$ cat src/rtl/core_mem_arbiter_pkg.sv
// Shared types and default constants for the core memory arbiter.
// Also holds the helper that picks a 32-bit instruction word out of a 64-bit memory beat.
package core_mem_arb_pkg;

  typedef enum logic [1:0] {
    ST_IDLE    = 2'd0,
    ST_GRANT_I = 2'd1,
    ST_GRANT_D = 2'd2,
    ST_RESP    = 2'd3
  } arb_state_e;

  localparam int DEF_XLEN           = 64;
  localparam int DEF_D_MAX_BURST    = 4;
  localparam int DEF_TIMEOUT_CYCLES = 256;

  // Address bit 2 selects which half of a 64-bit beat holds the instruction.
  function automatic logic [31:0] fetch_word(input logic [63:0] beat, input logic hi);
    logic [31:0] word;
    if (hi) begin
      word = beat[63:32];
    end else begin
      word = beat[31:0];
    end
    return word;
  endfunction

endpackage

$ cat src/rtl/core_mem_arbiter.sv
// Arbitrates instruction and data ports onto one memory port.
// D has priority, but a bounded D streak lets a waiting fetch through; stalled grants time out.
module core_mem_arbiter
  import core_mem_arb_pkg::*;
#(
  parameter int XLEN           = DEF_XLEN,
  parameter int D_MAX_BURST    = DEF_D_MAX_BURST,
  parameter int TIMEOUT_CYCLES = DEF_TIMEOUT_CYCLES
) (
  input  logic            clk,
  input  logic            rst_n,
  input  logic [XLEN-1:0] imem_addr,
  input  logic            imem_req,
  output logic [31:0]     imem_rdata,
  output logic            imem_ready,
  input  logic [XLEN-1:0] dmem_addr,
  input  logic [XLEN-1:0] dmem_wdata,
  input  logic [7:0]      dmem_wmask,
  input  logic            dmem_req,
  input  logic            dmem_we,
  output logic [XLEN-1:0] dmem_rdata,
  output logic            dmem_ready,
  output logic [XLEN-1:0] mem_addr,
  output logic [XLEN-1:0] mem_wdata,
  output logic [7:0]      mem_wmask,
  output logic            mem_req,
  output logic            mem_we,
  input  logic [XLEN-1:0] mem_rdata,
  input  logic            mem_ready,
  output logic            bus_err
);

  localparam int SW = $clog2(D_MAX_BURST + 1);
  localparam int TW = $clog2(TIMEOUT_CYCLES + 1);
  localparam logic [SW-1:0] STREAK_MAX = SW'(D_MAX_BURST);
  localparam logic [TW-1:0] TMO_LAST   = TW'(TIMEOUT_CYCLES - 1);

  arb_state_e      state_q, state_d;
  logic [SW-1:0]   streak_q, streak_d;
  logic [TW-1:0]   tmo_q, tmo_d;
  logic [XLEN-1:0] addr_q, addr_d;
  logic [XLEN-1:0] wdata_q, wdata_d;
  logic [7:0]      wmask_q, wmask_d;
  logic            we_q, we_d;
  logic [31:0]     imem_rdata_q, imem_rdata_d;
  logic [XLEN-1:0] dmem_rdata_q, dmem_rdata_d;
  logic            imem_ready_q, imem_ready_d;
  logic            dmem_ready_q, dmem_ready_d;
  logic            bus_err_q, bus_err_d;

  // Next-state, grant latching, streak/timeout bookkeeping and response capture.
  always_comb begin
    state_d      = state_q;
    streak_d     = streak_q;
    tmo_d        = tmo_q;
    addr_d       = addr_q;
    wdata_d      = wdata_q;
    wmask_d      = wmask_q;
    we_d         = we_q;
    imem_rdata_d = imem_rdata_q;
    dmem_rdata_d = dmem_rdata_q;
    imem_ready_d = 1'b0;
    dmem_ready_d = 1'b0;
    bus_err_d    = 1'b0;
    case (state_q)
      ST_IDLE: begin
        if (dmem_req && !(imem_req && (streak_q == STREAK_MAX))) begin
          state_d = ST_GRANT_D;
          addr_d  = dmem_addr;
          wdata_d = dmem_wdata;
          wmask_d = dmem_wmask;
          we_d    = dmem_we;
          tmo_d   = {TW{1'b0}};
          // Only D grants that made a waiting fetch wait count towards the streak.
          if (imem_req && (streak_q != STREAK_MAX)) begin
            streak_d = streak_q + SW'(1);
          end else begin
            streak_d = streak_q;
          end
        end else if (imem_req) begin
          state_d  = ST_GRANT_I;
          addr_d   = imem_addr;
          wdata_d  = {XLEN{1'b0}};
          wmask_d  = 8'h00;
          we_d     = 1'b0;
          tmo_d    = {TW{1'b0}};
          streak_d = {SW{1'b0}};
        end else begin
          state_d = ST_IDLE;
        end
      end
      ST_GRANT_I, ST_GRANT_D: begin
        if (mem_ready) begin
          state_d = ST_RESP;
          if (state_q == ST_GRANT_I) begin
            imem_rdata_d = fetch_word(mem_rdata[63:0], addr_q[2]);
            imem_ready_d = 1'b1;
          end else begin
            dmem_rdata_d = mem_rdata;
            dmem_ready_d = 1'b1;
          end
        end else if (tmo_q == TMO_LAST) begin
          state_d   = ST_RESP;
          bus_err_d = 1'b1;
          if (state_q == ST_GRANT_I) begin
            imem_rdata_d = 32'h0000_0000;
            imem_ready_d = 1'b1;
          end else begin
            dmem_rdata_d = {XLEN{1'b0}};
            dmem_ready_d = 1'b1;
          end
        end else begin
          tmo_d = tmo_q + TW'(1);
        end
      end
      ST_RESP: begin
        state_d = ST_IDLE;
      end
      default: begin
        state_d = ST_IDLE;
      end
    endcase
  end

  // State and output registers with synchronous active-low reset.
  always_ff @(posedge clk) begin
    if (!rst_n) begin
      state_q      <= ST_IDLE;
      streak_q     <= {SW{1'b0}};
      tmo_q        <= {TW{1'b0}};
      addr_q       <= {XLEN{1'b0}};
      wdata_q      <= {XLEN{1'b0}};
      wmask_q      <= 8'h00;
      we_q         <= 1'b0;
      imem_rdata_q <= 32'h0000_0000;
      dmem_rdata_q <= {XLEN{1'b0}};
      imem_ready_q <= 1'b0;
      dmem_ready_q <= 1'b0;
      bus_err_q    <= 1'b0;
    end else begin
      state_q      <= state_d;
      streak_q     <= streak_d;
      tmo_q        <= tmo_d;
      addr_q       <= addr_d;
      wdata_q      <= wdata_d;
      wmask_q      <= wmask_d;
      we_q         <= we_d;
      imem_rdata_q <= imem_rdata_d;
      dmem_rdata_q <= dmem_rdata_d;
      imem_ready_q <= imem_ready_d;
      dmem_ready_q <= dmem_ready_d;
      bus_err_q    <= bus_err_d;
    end
  end

  assign mem_req    = (state_q == ST_GRANT_I) || (state_q == ST_GRANT_D);
  assign mem_addr   = addr_q;
  assign mem_wdata  = wdata_q;
  assign mem_wmask  = wmask_q;
  assign mem_we     = we_q;
  assign imem_rdata = imem_rdata_q;
  assign imem_ready = imem_ready_q;
  assign dmem_rdata = dmem_rdata_q;
  assign dmem_ready = dmem_ready_q;
  assign bus_err    = bus_err_q;

endmodule

$ cat config.mk
export PLATFORM = sky130hd
export DESIGN_NAME = core_mem_arbiter
export DESIGN_NICKNAME = d
export VERILOG_FILES = /design/src/rtl/core_mem_arbiter_pkg.sv /design/src/rtl/core_mem_arbiter.sv
export SDC_FILE = /design/constraint.sdc
export NUM_CORES = 1
export LEC_CHECK = 0
export BUFFER_PORTS_ARGS = -buffer_cell sky130_fd_sc_hd__buf_2
export CELL_PAD_IN_SITES_DETAIL_PLACEMENT = 1
export CELL_PAD_IN_SITES_GLOBAL_PLACEMENT = 1
export CORE_AREA = 2 2 197 199
export CTS_CLUSTER_SIZE = 24
export DETAILED_ROUTE_END_ITERATION = 10
export DIE_AREA = 0 0 199 201
export PLACE_DENSITY = 0.73
export SLEW_MARGIN = 10
export SYNTH_ARGS = -nofsm -noshare
export SYNTH_HDL_FRONTEND = slang
export SYNTH_SLANG_ARGS = --single-unit
$ cat constraint.sdc
create_clock -name clk -period 3.4 [get_ports clk]
set_input_delay 0.17 -clock clk [delete_from_list [all_inputs] [get_ports clk]]
set_output_delay 0.17 -clock clk [all_outputs]
set_load 0.02 [all_outputs]
== Yosys cells after proc, flatten, opt, wreduce, memory -nomap -nowiden ==
Cells that the tools add are included.

* Add/sub/neg operators: 2
* Reduce and logical (&&, ||, !) cells: 17
* Bitwise operators: 3
* Multiplexer cells: 37
* Equal/unequal tests: 11

{| class="wikitable"
|+ Operator list
! cell !! count
|-
| 64-bit 2-to-1 mux || 8
|-
| 32-bit 2-to-1 mux || 5
|-
| 9-bit 2-to-1 mux || 4
|-
| 9-bit case mux with 2 select lines || 1
|-
| 8-bit 2-to-1 mux || 2
|-
| 1-bit 2-to-1 mux || 10
|-
| 9-bit by 1-bit adder with 9-bit output (second input constant) || 1
|-
| 9-bit by 8-bit equality test with 1-bit output (second input constant) || 1
|-
| 3-bit 2-to-1 mux || 3
|-
| 3-bit != test (second input constant) || 3
|-
| 3-bit AND reduction || 3
|-
| 2-bit 2-to-1 mux || 3
|-
| 2-bit case mux with 3 select lines || 1
|-
| 2-bit nonzero test || 3
|-
| 2-bit equality test (second input constant) || 2
|-
| 2-bit != test (second input constant) || 2
|-
| 2-bit AND reduction || 2
|-
| 4-bit AND reduction || 1
|-
| 3-bit by 1-bit adder with 3-bit output (second input constant) || 1
|-
| 3-bit equality test (second input constant) || 1
|-
| 1-bit logical AND || 3
|-
| 1-bit inverter || 3
|-
| 3-bit OR reduction || 1
|-
| 2-bit by 1-bit equality test with 1-bit output (second input constant) || 1
|-
| 5 further kinds || 5
|}

* Output and inout port bits: 237
* Flip-flop bits (word level): 250
* Word-level logic and storage cells: 82

== Logic depth before layout (Yosys ltp) ==
Gate-level depths: netlist of the first run.

* Depth in word-level cells: 6
* Mapped depth: 10
* Depth with buffers taken out: 8

== Worst setup path before layout of the first run ==
OpenSTA, ideal clock, no wires.

* Path kind: register to register
* Start: register tmo_q[0]
* End: register tmo_q[8]
* Data arrival time: 2028 ps
* Data required time: 3330 ps
* Stages on the path, launching flop included: 10
* Setup time: 70 ps
* Period minus slack after synthesis: 2098 ps
* Buffers on the path: 1
* Setup slack: 1302 ps
* Path through: dfxtp_1 -> ha_1 -> nand3_1 -> nor2_1 -> ha_1 -> o21a_1 -> or3_4 -> buf_6 -> or3b_1 -> a21boi_1

* Cells in the longest elaborated chain, start to end: 4
* Elaborated cells on any way between the ends: 7
* Those cells by class: add/sub (1); eq/ne (2); mux (3); reduce/logical (1)

{| class="wikitable"
|+ RTL lines
! element !! RTL line !! RTL
|-
| start: declaration || core_mem_arbiter.sv:40 || <nowiki>logic [TW-1:0] tmo_q, tmo_d;</nowiki>
|-
| start signal: assignment || core_mem_arbiter.sv:130 || <nowiki>tmo_q <= {TW{1'b0}};</nowiki>
|-
| start signal: assignment || core_mem_arbiter.sv:143 || <nowiki>tmo_q <= tmo_d;</nowiki>
|-
| 9-bit by 1-bit adder with 9-bit output || core_mem_arbiter.sv:113 || <nowiki>tmo_d = tmo_q + TW'(1);</nowiki>
|-
| 9-bit 2-to-1 mux || core_mem_arbiter.sv:102 || <nowiki>end else if (tmo_q == TMO_LAST) begin</nowiki>
|-
| 9-bit 2-to-1 mux || core_mem_arbiter.sv:93 || <nowiki>if (mem_ready) begin</nowiki>
|-
| 9-bit case mux with 2 select lines || core_mem_arbiter.sv:65 || <nowiki>case (state_q)</nowiki>
|}

Parallel ways exist; a longest one is shown, timed or not. The select of a mux whose other input is x is not followed.
A chain may end at the register's enable or synchronous reset.

== Worst setup path after layout of the first run ==
* Start: register streak_q[0]
* End: register addr_q[11] (netlist: mem_addr[11])

* Cells in the longest elaborated chain, start to end: 6
* Elaborated cells on any way between the ends: 7
* Those cells by class: eq/ne (1); mux (1); reduce/logical (5)

{| class="wikitable"
|+ RTL lines
! element !! RTL line !! RTL
|-
| start: declaration || core_mem_arbiter.sv:39 || <nowiki>logic [SW-1:0] streak_q, streak_d;</nowiki>
|-
| start signal: assignment || core_mem_arbiter.sv:129 || <nowiki>streak_q <= {SW{1'b0}};</nowiki>
|-
| start signal: assignment || core_mem_arbiter.sv:142 || <nowiki>streak_q <= streak_d;</nowiki>
|-
| 3-bit equality test * || core_mem_arbiter.sv:67 || <nowiki>if (dmem_req && !(imem_req && (streak_q == STREAK_MAX))) begin</nowiki>
|-
| 1-bit logical AND * || core_mem_arbiter.sv:67 ||
|-
| 1-bit logical NOT * || core_mem_arbiter.sv:67 ||
|-
| 1-bit logical AND * || core_mem_arbiter.sv:67 ||
|-
| 2-bit nonzero test (no source line) || -- ||
|-
| 2-bit AND reduction (no source line) || -- ||
|-
| end signal: assignment || core_mem_arbiter.sv:131 || <nowiki>addr_q <= {XLEN{1'b0}};</nowiki>
|-
| end signal: assignment || core_mem_arbiter.sv:144 || <nowiki>addr_q <= addr_d;</nowiki>
|-
| end: declaration || core_mem_arbiter.sv:41 || <nowiki>logic [XLEN-1:0] addr_q, addr_d;</nowiki>
|}

Every way passes the cells marked *; elsewhere a longest branch is shown, timed or not.

==> impl_metrics.py, run 1 <==
metrics = {
    "clock_network": {
        "clockRootBuffer": "clkbuf_16",
        "insertion_delay_ns": 0.56,
        "cts_buffers": 29,
        "postCtsSetupRepairBufs": 0,
        "ctsResizeCount": 0,
        "clk_path_buf_depth": 3,
        "cts_tree": "built",
        "htreeDepth": 1,
        "clk_pin_slew_ns": 0.06,
        "clock_sinks": 250,
        "hold_buffers": 267,
    },
    "synth": {
        "ys.flop_type": "dfxtp_1",
        "synth_seq_cells": 250,
        "synth-seq-area-share_pct": 51.3,
        "syn-instance-count": 1013,
        "yosysWarnings": 0,
        "yosys-top-cells-area": "dfxtp_1 51%, a21boi_0 7.6%, nand2_1 6.7%",
        "ys_types": 44,
        "syn_area_per_cell_um2": 9.62,
        "syn_area_mm2": 0.00975,
        "synth_nets": 1290,
        "synth_top_area_share_pct": 51.3,
        "async_flop_share_pct": 0,
        "synth_edf_count": 0,
        "yosysTopAreaCell": "dfxtp_1",
    },
    "die": {
        "core_area_mm2": 0.0381,
        "die_area_mm2": 0.0400,
        "rows": 72,
        "die_h_um": 201,
        "ios": 507,
        "die_width_um": 199,
        "start_util_pct": 25.6,
    },
    "detailed_routing": {
        "wirelength_um": 46400,
        "drtPass1Iterations": 5,
        "drt-initial-drc-count": 390,
        "post_drt_wl_per_cell_um": 20.4,
        "num_vias": 10800,
        "drc": 0,
        "viasPerCell": 4.75,
        "ant_nets": 0,
    },
    "pwr": {
        "power.switching_mw": 3.78,
        "switching_share_pct": 37.2,
        "p_int_mw": 6.39,
        "combPwrFrac_pct": 33.3,
        "leakagePower_nw": 7.36,
        "pwr_density_cell_mw_per_mm2": 626,
        "clkPwrFrac_pct": 29.2,
        "peakVddDrop_uv": 402,
        "p_seq_share_pct": 37.5,
    },
    "grt": {
        "grt_antenna_before_repair": 6,
        "grt_max_degree": 98,
        "grt_first_pass_wirelength_um": 69400,
        "grt_pass1_vias": 11800,
        "grt_overflow": 0,
        "grt.total_usage_pct": 22.3,
    },
    "critical_path": {
        "cp-end-kind": "register",
        "start_kind": "register",
        "required_ns": 3.79,
        "crit_slowest_cell": "nand2_4",
        "cp_num_buf_inv": 3,
        "slowest_delay_ns": 0.69,
        "path_class": "reg -> reg",
        "path_cells": "inv_1 > ha_1 > nand3_1 > nand2_4 > buf_12 > mux2i_1 > dlygate4sd3_1 > o21ai_0",
        "critPathTopFamily": "buffers and inverters",
        "worstPathMaxFanout": 46,
        "arrival_ns": 3.27,
    },
    "final_layout": {
        "fill_cells": 4410,
        "instances_no_fill": 2280,
        "nets": 2019,
        "final_util_pct": 42.6,
        "area_delta_synth_final_pct": 66.7,
        "drive_gt1_share_pct": 34.1,
    },
    "timing": {
        "fin_crit_sh_pct": 84.5,
        "hold_viol_final": 0,
        "setup_viol": 0,
        "worstMarginPinSlew_ns": 1.02,
        "rsz0062_at_grt": "false",
        "fmax_mhz": 348,
        "min_period_ns": 2.87,
        "slew_violations": 0,
        "finalSetupTns_ns": 0,
        "fin_skew_ns": 0.0235,
        "relSlewSlack_pct": 31.7,
        "hold_slack_ns": 0.0572,
        "setup_slack_ns": 0.527,
    },
    "placement": {
        "io_buffers": 506,
        "pre_cts_ws_ns": 1.01,
        "place_inst": 1961,
        "dp_hpwl_um": 27400,
        "place_congestion": 0.860,
    },
    "hold_path": {
        "hold_class": "in -> reg",
    },
    "outcome": {
        "status": "finished, final reports clean",
    },
    "run": {
        "maxCapViolCount": 0,
    },
}
-- worst reg2reg max path, delay by kind of cell, from the launching register on --
kind,cells,cell delay (ns)
flops,1,0.33
simple gates,2,0.85
mux,1,0.32
fa+ha+maj,1,0.16
compound gates,1,0.10
buf+inv,3,0.97
-- state kept, by name (all words and copies together) (netlist names) --
| signal | cells |
|---|---|
| mem_we | 1 |
| state_q | 2 |
| mem_wdata | 64 |
| dmem_rdata | 64 |
| mem_wmask | 8 |
| imem_ready | 1 |
| tmo_q | 9 |
| bus_err | 1 |
| streak_q | 3 |
| mem_addr | 64 |
| imem_rdata | 32 |
| dmem_ready | 1 |
-- cell type report --
type	instances	area, um2	area share (%)
Multi-Input combinational cell	670	4340	26.7
Tap cell	518	648	3.99
Clock buffer	40	807	4.97
Clock inverter	7	66.3	0.408
Sequential cell	250	5010	30.8
Timing Repair Buffer	786	5360	33.0
Antenna cell	4	10.0	0.0616
Inverter	5	18.8	0.116
-- routing by layer --
layer	track usage, %	up-vias	part of all wire, %
li1	-	5029	-
met1	24.6	5186	39
met2	39.6	482	50
met3	4.97	119	6.4
met4	12.0	4	5.5
met5	0	-	0.058
-- power groups by stage --
stage | Combinational [mW] | Clock, mW | Sequential [mW]
after CTS | 3.30 | 3.05 | 3.76
after detailed placement | 3.03 | 0 | 3.81
after global placement | 2.99 | 0 | 3.79
after global routing | 3.61 | 3.18 | 3.86
after floorplan | 1.33 | 0 | 4.34
final | 3.38 | 2.97 | 3.81
-- cells in the mapped netlist, types with 2 or more instances --
cell      instances
mux2i_1          64
dfxtp_1         250
a21boi_0         99
nand2_1         173
buf_4             3
buf_2            36
buf_1             6
a21oi_1           7
ha_1              7
or4_1             2
and2_1            2
o21ai_0          68
and3_1            2
a22o_1           73
nand3b_1          2
or3_1             3
nor3b_1           3
inv_1             5
nor2_1            9
nand3_1         101
nor3_1            2
xor2_1            2
clkbuf_1         40
o31ai_1           2
mux2_2           32
buf_6             2
-- cells by family (layout without fill, tap and decap cells) --
kind of cell / Yosys count / in the layout / share of synthesized area [%]
simple gates: 308 / 308 / 14.2
compound gates: 256 / 256 / 18.7
flops: 250 / 250 / 51.3
mux: 96 / 96 / 10.3
buf+inv: 93 / 838 / 4.33
fa+ha+maj: 7 / 7 / 0.899
xor+xnor: 3 / 3 / 0.270
other cells: 0 / 4 / 0
-- cells in the final DEF, fill, tap and decap left out, types with 9 or more instances in the layout --
| cell | n |
|---|---|
| buf_2 | 506 |
| o21ai_0 | 68 |
| clkbuf_16 | 29 |
| a21boi_0 | 99 |
| mux2_2 | 32 |
| mux2i_1 | 64 |
| dfxtp_1 | 249 |
| nand3_1 | 101 |
| nand2_1 | 172 |
| nor2_1 | 9 |
| a22o_1 | 73 |
| dlygate4sd3_1 | 268 |
-- through the flow --
| stage | cell area, um2 | power, mW |
|---|---|---|
| after floorplan | 9750 | 5.67 |
| final | 16200 | 10.2 |
| after global routing | 16200 | 10.7 |
| after CTS | 16200 | 10.1 |
| after global placement | 12700 | 6.78 |
| after detailed placement | 12700 | 6.84 |
-- path summary, 6_finish.rpt --
path,startpoint,to,slack [ns],cells after the start
max,streak_q[0],mem_addr[11],0.53,8
min,mem_ready,dmem_ready,0.06,3
max reg2reg,streak_q[0],mem_addr[11],0.53,8
min reg2reg,mem_addr[56],mem_addr[56],0.45,2
Power figures use the tool's default switching activity.
==> run 2: changes to the inputs <==
Settings changed: ABC_AREA set to 1, CORE_AREA 2 2 197 199 to 2 2 200 202, DIE_AREA 0 0 199 201 to 0 0 202 204, PLACE_DENSITY 0.73 to 0.76.
Clock period 3.4 ns to 2.9 ns, I/O delays scaled along.
==> run 2 against run 1 <==
Via count grew 24%; routed wire length grew 25%; clock-buffer cell count grew 1; critical path type unchanged; non-clock buffer count grew 12; sequential share of layout area shrank 1.2 points; highest routed layer unchanged; combinational power grew 25%; clock skew grew 0.021 ns; synthesized cell count grew 35%; global-route usage grew 2.8 points; sequential power grew 13%; largest cell class unchanged; setup slack lost 0.50 ns; fmax is essentially flat.
==> impl_metrics.py, run 2 <==
metrics = {
    "grt": {
        "grt_overflow": 0,
        "grt_pass1_vias": 14100,
        "grt_antenna_before_repair": 6,
        "grt.total_usage_pct": 25.1,
        "grt_max_degree": 138,
        "grt_first_pass_wirelength_um": 82000,
    },
    "die": {
        "die_area_mm2": 0.0412,
        "die_h_um": 204,
        "rows": 73,
        "ios": 507,
        "die_width_um": 202,
        "core_area_mm2": 0.0392,
        "start_util_pct": 26.3,
    },
    "critical_path": {
        "worstPathMaxFanout": 65,
        "path_cells": "inv_1 > ha_1 > nand3_1 > nand2_2 > buf_6 > nand2_1 > nand2_1 > dlygate4sd3_1 > nand2_1 > nand2_1 > dlygate4sd3_1",
        "required_ns": 3.42,
        "critPathTopFamily": "buffers and inverters",
        "cp-end-kind": "register",
        "path_class": "reg -> reg",
        "arrival_ns": 3.39,
        "worst_path_most_repeated_cell": "nand2_1",
        "slowest_delay_ns": 0.58,
        "cp_num_buf_inv": 4,
        "start_kind": "register",
        "crit_slowest_cell": "dlygate4sd3_1",
    },
    "pwr": {
        "pwr_density_cell_mw_per_mm2": 733,
        "combPwrFrac_pct": 34.0,
        "p_seq_share_pct": 34.6,
        "power.switching_mw": 4.66,
        "p_int_mw": 7.72,
        "leakagePower_nw": 8.06,
        "peakVddDrop_uv": 518,
        "clkPwrFrac_pct": 31.4,
        "switching_share_pct": 37.6,
        "design_power_total_mw": 12.4,
    },
    "clock_network": {
        "clock_sinks": 250,
        "clockRootBuffer": "clkbuf_16",
        "clk_pin_slew_ns": 0.06,
        "htreeDepth": 1,
        "clk_path_buf_depth": 3,
        "insertion_delay_ns": 0.60,
        "cts_buffers": 30,
        "cts_tree": "built",
    },
    "synth": {
        "yosys-top-cells-area": "dfxtp_1 49%, nand2_1 12%, nand3_1 11%",
        "ys_types": 30,
        "synth_seq_cells": 250,
        "muxShareOfSynthArea_pct": 0,
        "syn_area_per_cell_um2": 7.55,
        "yosysWarnings": 0,
        "synth_edf_count": 0,
        "synth_top_area_share_pct": 48.6,
        "synth-seq-area-share_pct": 48.6,
        "syn-instance-count": 1365,
        "async_flop_share_pct": 0,
        "synth.top_cells.by_count": "329 x nand2_1, 250 x dfxtp_1, 217 x nand3_1",
        "synth-simple-area-share_pct": 30.6,
        "synthAdderAreaFrac_pct": 0.850,
        "synthXorXnorAreaFrac_pct": 0.0850,
        "yosysTopAreaCell": "dfxtp_1",
        "synth_top_family_by_area": "simple AND/OR/NAND/NOR gates",
        "synth_nets": 1642,
        "syn_area_mm2": 0.0103,
        "synth_compound_area_share_pct": 12.2,
        "synth_most_common_cell": "nand2_1",
        "ys.flop_type": "dfxtp_1",
    },
    "detailed_routing": {
        "drc": 0,
        "wirelength_um": 57900,
        "drtPass1Iterations": 4,
        "drt-initial-drc-count": 807,
        "viasPerCell": 5.07,
        "post_drt_wl_per_cell_um": 22.0,
        "num_vias": 13400,
        "ant_nets": 0,
    },
    "run": {
        "maxCapViolCount": 0,
    },
    "placement": {
        "dp_hpwl_um": 31800,
        "io_buffers": 506,
        "place_area_mm2": 0.0132,
        "place_congestion": 0.892,
        "pre_cts_ws_ns": 0.421,
    },
    "timing": {
        "hold_slack_ns": 0.0682,
        "slew_violations": 0,
        "min_period_ns": 2.87,
        "relSlewSlack_pct": 45.6,
        "setup_slack_ns": 0.0274,
        "setup_viol": 0,
        "fin_crit_sh_pct": 99.1,
        "fmax_mhz": 348,
        "fin_skew_ns": 0.0444,
        "hold_viol_final": 0,
        "worstMarginPinSlew_ns": 0.816,
    },
    "final_layout": {
        "final_common_cell": "buf_2",
        "fill_cells": 4777,
        "final_util_pct": 43.1,
        "stdcell_area_mm2": 0.0169,
        "nets": 2357,
        "area_delta_synth_final_pct": 63.9,
        "final_cell_mix": "505 x buf_2, 328 x nand2_1, 269 x dlygate4sd3_1",
        "drive_gt1_share_pct": 28.1,
    },
    "outcome": {
        "status": "finished, final reports clean",
    },
    "hold_path": {
        "hold_class": "in -> reg",
    },
}
-- run 2: final timing paths --
check,endpoint,cells past startpoint,startpoint,slack (ns)
worst max register to register,mem_addr[62],11,streak_q[0],0.03
worst min-delay path,imem_rdata[12],5,mem_ready,0.07
worst max-delay path,mem_addr[62],11,streak_q[0],0.03
worst min register to register,imem_rdata[3],2,imem_rdata[3],0.46
-- run 2: cell families (layout without fill, tap and decap cells) --
group,count (synthesis),after routing
fa+ha+maj,7,7
compound gates,250,250
simple gates,690,690
buf+inv,167,904
flops,250,250
other cells,0,10
xor+xnor,1,1
-- run 2: layout make-up --
class | count | area, um2 | share of cell area, %
clock buffer | 41 | 862 | 5.10
clock inverter | 13 | 143 | 0.844
timing repair buffer | 798 | 5470 | 32.4
antenna | 10 | 25.0 | 0.148
multi-input combinational | 948 | 4530 | 26.8
tap | 525 | 657 | 3.89
sequential | 250 | 5010 | 29.6
inverter | 52 | 204 | 1.21
-- run 2: power by group through the flow --
stage	clock, mW	sequential, mW	combinational [mW]
floorplan	0	4.81	1.73
global placement	0	4.27	3.42
detailed placement	0	4.29	3.50
CTS	3.92	4.22	4.02
global route	4.10	4.33	4.48
finish	3.89	4.29	4.21
-- run 2: timing repair --
item / CTS / global route
setup buffers: 0 / 0
setup endpoints to repair: 0 / 2
endpoints found under the hold margin: 227 / 0
resized for setup: 0 / 2
hold buffers: 269 / 0
-- run 2: stage by stage --
stage / std cells / setup TNS [ns]
5_1_grt: 2635 / -0.0556
2_1_floorplan: 1365 / 0
3_5_place_dp: 2304 / 0
6_report: 2637 / 0
3_3_place_gp: 2304 / 0
4_1_cts: 2627 / 0
-- run 2: routing by layer --
| metal | wire, um | vias up | part of all wire [%] | track usage [%] |
|---|---|---|---|---|
| met2 | 27800 | 775 | 48 | 44.3 |
| met3 | 4300 | 256 | 7.4 | 5.10 |
| li1 | - | 5972 | - | - |
| met4 | 4650 | 4 | 8.0 | 15.7 |
| met1 | 21100 | 6363 | 37 | 27.7 |
| met5 | 23 | - | 0.040 | 0 |
-- run 2: worst min-delay path, stage by stage --
cell	delay, ns
buf_2	0.13
inv_4	0.08
nor2_4	0.10
nand2_1	0.08
a21oi_1	0.06
